===== src/rtl/seq_detector_param.sv =====
// rtl/seq_detector_param.sv - programmable serial bit-pattern detector with match counter
module seq_detector_param #(
  parameter int MAX_LEN = 8,
  parameter int LEN_W   = 4,
  parameter int CNT_W   = 8
) (
  input  logic               clk,
  input  logic               rst,
  input  logic               load,
  input  logic [MAX_LEN-1:0] pat_in,
  input  logic [LEN_W-1:0]   len_in,
  input  logic               overlap,
  input  logic               d,
  input  logic               d_valid,
  input  logic               clr_cnt,
  output logic               Q,
  output logic               load_err,
  output logic               armed,
  output logic [CNT_W-1:0]   match_cnt
);

  typedef enum logic {IDLE = 1'b0, RUN = 1'b1} state_t;

  localparam logic [LEN_W-1:0] MAX_LEN_L = LEN_W'(MAX_LEN);
  localparam logic [CNT_W-1:0] CNT_MAX   = {CNT_W{1'b1}};

  state_t             state;
  state_t             state_nxt;
  logic [MAX_LEN-1:0] pat_r;
  logic [MAX_LEN-1:0] hist_r;
  logic [MAX_LEN-1:0] hist_nxt;
  logic [MAX_LEN-1:0] len_mask;
  logic [LEN_W-1:0]   len_r;
  logic [LEN_W-1:0]   fill_r;
  logic [LEN_W-1:0]   fill_inc;
  logic               ovl_r;
  logic               len_legal;
  logic               accept;
  logic               hit;
  logic               q_nxt;
  logic               err_nxt;

  // load qualification, bit acceptance and the masked pattern compare
  always_comb begin
    len_legal = (len_in != '0) && (len_in <= MAX_LEN_L);
    accept    = (state == RUN) && d_valid && !load;
    hist_nxt  = {hist_r[MAX_LEN-2:0], d};
    fill_inc  = (fill_r >= MAX_LEN_L) ? MAX_LEN_L : fill_r + 1'b1;
    for (int i = 0; i < MAX_LEN; i++) begin
      len_mask[i] = (LEN_W'(i) < len_r);
    end
    hit = accept
          && ((hist_nxt & len_mask) == (pat_r & len_mask))
          && (fill_inc >= len_r);
  end

  // state register
  always_ff @(posedge clk) begin
    if (rst) begin
      state <= IDLE;
    end else begin
      state <= state_nxt;
    end
  end

  // next state: only a legal load arms the detector, only reset disarms it
  always_comb begin
    state_nxt = state;
    if (load && len_legal) begin
      state_nxt = RUN;
    end
  end

  // output decode: values that the output registers take at the next edge
  always_comb begin
    q_nxt   = hit;
    err_nxt = load && !len_legal;
    armed   = (state == RUN);
  end

  // pattern, history, fill, match pulse and counter registers
  always_ff @(posedge clk) begin
    if (rst) begin
      pat_r     <= '0;
      len_r     <= '0;
      ovl_r     <= 1'b0;
      hist_r    <= '0;
      fill_r    <= '0;
      Q         <= 1'b0;
      load_err  <= 1'b0;
      match_cnt <= '0;
    end else begin
      Q        <= q_nxt;
      load_err <= err_nxt;
      if (load && len_legal) begin
        pat_r  <= pat_in;
        len_r  <= len_in;
        ovl_r  <= overlap;
        hist_r <= '0;
        fill_r <= '0;
      end else if (accept) begin
        hist_r <= hist_nxt;
        // non-overlapping mode restarts the fill so no bit is reused
        fill_r <= (hit && !ovl_r) ? '0 : fill_inc;
      end
      if (clr_cnt) begin
        match_cnt <= '0;
      end else if (hit && (match_cnt != CNT_MAX)) begin
        match_cnt <= match_cnt + 1'b1;
      end
    end
  end

endmodule


===== config.mk =====
export PLATFORM = sky130hd
export DESIGN_NAME = seq_detector_param
export DESIGN_NICKNAME = d
export VERILOG_FILES = /design/src/rtl/seq_detector_param.sv
export SDC_FILE = /design/constraint.sdc
export NUM_CORES = 1
export LEC_CHECK = 0
export BUFFER_PORTS_ARGS = -buffer_cell sky130_fd_sc_hd__buf_2
export CORE_AREA = 2 2 68 70
export CTS_CLUSTER_DIAMETER = 60
export CTS_CLUSTER_SIZE = 24
export DETAILED_ROUTE_END_ITERATION = 7
export DIE_AREA = 0 0 70 72
export GPL_ROUTABILITY_DRIVEN = 0
export GPL_TIMING_DRIVEN = 0
export PLACE_DENSITY = 0.65
export SLEW_MARGIN = 40
export SYNTH_ARGS = -nofsm -noshare
export SYNTH_HDL_FRONTEND = slang
export SYNTH_SLANG_ARGS = --single-unit
export TNS_END_PERCENT = 20

===== constraint.sdc =====
create_clock -name clk -period 3.3 [get_ports clk]
set_clock_uncertainty 0.15 [all_clocks]
set_input_delay 0.165 -clock clk [delete_from_list [all_inputs] [get_ports clk]]
set_output_delay 0.165 -clock clk [all_outputs]
set_load 0.1 [all_outputs]

==> summary.txt <==
status = finished clean
worst-path cell chain = ha_1, xnor2_1, nor2_1, ha_1, o21ai_0, a21oi_1, nor4b_4, nand3_4, or4_1, a21oi_1
TritonCTS clock tree = yes
Syn Nets = 225
switching part of the total power = 26.04%
vias in the first global route = 1410
Max VDD drop = 0.2508 mV
layout cell share with drive strength beyond 1 = 18.62%
DR vias = 1503
max_slew headroom = 59.98%
Peak Freq = 369.9 MHz
Final min period = 2.703 ns
routed length per placed instance = 12.55 um
period utilization = 81.92%
initial antenna violation count = 0
# rows = 24
die width = 70 um
worst-case clock buffer depth = 2
GRT Resource Usage Total = 15.59%
DRC = 0
critical path's largest stage delay = 0.53 ns
CTS clk-pin slew, worst paths = 0.07 ns
max-slew violation count = 0
Pleak = 0.0008220 uW
Ant. Diodes = 0
max cap viols = 0
PwrDens = 398.3 nW/um^2
Die Area = 5040 um^2
Final Hold Vio Count = 0
yosys warns = 0
setup TNS = 0 ns
P&R area growth vs syn = 24.08%
Core Area = 4264 um^2
CP Max Fanout = 10
via/cell ratio = 5.027
first-pass GRT wire length = 6.244 mm
Overflow after GRT = 0
io pins = 30
Num CTS Buffers = 5
DP Wirelength = 2.751 mm
worst-margin pin slew = 0.5987 ns
Syn Inst Count = 199
Sw Pwr = 219.3 uW
Logic pwr share = 13.4%
root buffer cell = clkbuf_8
RSZ-0062 raised after global routing = false
internal power = 622.9 uW
cell area after synthesis = 1704 um^2
post-CTS sizing = 0
Die H = 72 um
flop and latch count out of synthesis = 35
Worst Path Arrival = 2.76 ns
drt total wl = 3.752 mm
initial drt markers = 51
Crit Path Class = reg -> reg
H-tree depth = 2
HP Class = in -> reg
CTS sink cnt = 35
Starting Density = 39.96%
syn_area_per_cell = 8.563 um^2
clock power share = 34.2%
Seq pwr share = 52.4%
type of destination of the critical path = register
WHS = 0.01161 ns
Skew-Pair Late Insertion Delay = 0.28 ns
# setup viols final = 0
Worst Path Required = 3.36 ns
Pre-antenna DRT Iters = 4
CP max-delay cell = or4_1
Worst Setup Start Kind = register
post-synth cell types = 39
post-synthesis sequential area ratio = 41.12%
largest net degree at the start of global routing = 12
# port buffers = 28
antenna-violating nets left = 0
Layout Nets = 272
fin util = 49.59%
==> cell usage in the layout, fill, tap and decap left out, types with 2 or more instances in the layout <==
cell type / n
ha_1: 7
dfxtp_1: 35
inv_1: 9
o22ai_1: 3
clkbuf_8: 5
nor2_1: 12
a21oi_1: 23
clkinv_2: 3
nor3b_1: 2
nand3_1: 11
nor3_1: 2
buf_1: 3
a211oi_1: 2
clkbuf_1: 4
or4_1: 2
mux2i_1: 4
a32o_1: 4
nand2_1: 33
buf_2: 30
xor2_1: 3
dlygate4sd3_1: 12
or3_1: 6
nand2b_1: 3
xnor2_1: 9
o21ai_1: 3
==> critical path, delay by kind of cell, from the launching register on <==
family	cells	cell delay, ns
adders and majority gates	2	0.42
DFF	1	0.35
AOI/OAI and AO/OA	3	0.38
and+or+nand+nor	4	1.20
xor gates and xnor gates	1	0.12
==> power by group through the flow <==
| stage | logic (uW) | clock network (uW) | registers (uW) |
|---|---|---|---|
| 6_report | 113 | 288 | 441 |
| 4_1_cts | 113 | 301 | 441 |
| 5_1_grt | 124 | 315 | 442 |
| 3_3_place_gp | 101 | 0 | 450 |
| 3_5_place_dp | 102 | 0 | 451 |
| 2_1_floorplan | 58.9 | 0 | 463 |
==> worst paths after layout <==
kind / cells past startpoint / start / to / slack (ns)
setup / recovery: 10 / fill_r[0] / match_cnt[5] / 0.60
hold / removal: 3 / len_in[3] / len_r[3] / 0.01
setup reg to reg: 10 / fill_r[0] / match_cnt[5] / 0.60
hold reg to reg: 2 / pat_r[1] / pat_r[1] / 0.32
==> metal layers <==
metal | share of wire, % | global-route usage [%] | vias to the layer above | routed length (um)
met2 | 49 | 26.77 | 21 | 1853
met1 | 46 | 19.15 | 691 | 1727
met3 | 3.2 | 3.194 | 5 | 119
met5 | 0 | 0 | - | 0
met4 | 1.4 | 6.624 | 0 | 52
li1 | - | - | 786 | -
==> registers in the layout (all words and copies together) (netlist names) <==
| name | cells |
|---|---|
| Q | 1 |
| armed | 1 |
| fill_r | 4 |
| hist_r | 7 |
| len_r | 4 |
| load_err | 1 |
| match_cnt | 8 |
| ovl_r | 1 |
| pat_r | 8 |
==> synthesized netlist by cell type (all sizes together) <==
| library cell | number | area share (%) |
|---|---|---|
| dfxtp | 35 | 41 |
| nand2 | 33 | 7.3 |
| a21oi | 23 | 6.8 |
| nand3 | 12 | 4.3 |
| nor2 | 12 | 2.6 |
| inv | 9 | 2.0 |
| xnor2 | 9 | 4.6 |
| ha | 7 | 5.1 |
| buf | 6 | 1.9 |
| or3 | 6 | 2.2 |
| a32o | 4 | 2.3 |
| clkbuf | 4 | 0.88 |
| mux2i | 4 | 2.3 |
| o21ai | 4 | 1.2 |
| nand2b | 3 | 1.1 |
| o22ai | 3 | 1.1 |
| xor2 | 3 | 1.5 |
| a211oi | 2 | 0.88 |
| nor3 | 2 | 0.59 |
| nor3b | 2 | 0.88 |
| nor4b | 2 | 2.3 |
| or4 | 2 | 0.88 |
| a2111oi | 1 | 0.51 |
| a22oi | 1 | 0.44 |
| a31o | 1 | 0.51 |
| a31oi | 1 | 0.37 |
| nand3b | 1 | 0.44 |
| nand4 | 1 | 0.37 |
| nor2b | 1 | 0.37 |
| nor4 | 1 | 0.73 |
| o211a | 1 | 0.59 |
| o31ai | 1 | 0.44 |
| o32ai | 1 | 0.95 |
| or2 | 1 | 0.37 |
==> per-stage QoR <==
step                      total power (uW)  setup WS, ns  instance area (um^2)  std cells
final                                842.2        0.5968                  2115        299
after floorplan                      522.1        0.6728                  1704        199
after global routing                 881.0        0.3815                  2115        299
after global placement               551.3        0.5559                  1909        279
after detailed placement             553.0        0.5815                  1909        279
after CTS                            855.5        0.5598                  2113        299
==> cells by family (layout without fill, tap and decap cells) <==
logic type / Yosys count / count (layout) / share of synthesized area (%)
AND/OR/NAND/NOR: 79 / 79 / 24.38
AO/OA/AOI/OAI: 43 / 43 / 16.08
flip-flops: 35 / 35 / 41.12
buffers and inverters: 19 / 67 / 4.772
XOR/XNOR: 12 / 12 / 6.168
adder cells (fa/ha/maj): 7 / 7 / 5.139
multiplexers: 4 / 4 / 2.350
==> what timing repair did <==
| item | CTS | global route |
|---|---|---|
| hold buffers | 12 | 0 |
| setup buffers | 0 | 0 |
| hold endpoints to repair | 12 | 0 |
==> area by class of cell <==
class / instances / area [um^2]
clock buffers: 5 / 68.82
plain buffers: 10 / 47.55
inverters: 9 / 33.78
fillers: 427 / 2150
clock inverters: 3 / 15.01
well taps: 52 / 65.06
multi-input cells: 145 / 923.4
repair buffers: 40 / 260.3
flip-flops and latches: 35 / 700.7
No activity file was read; power rests on OpenSTA's default activity.
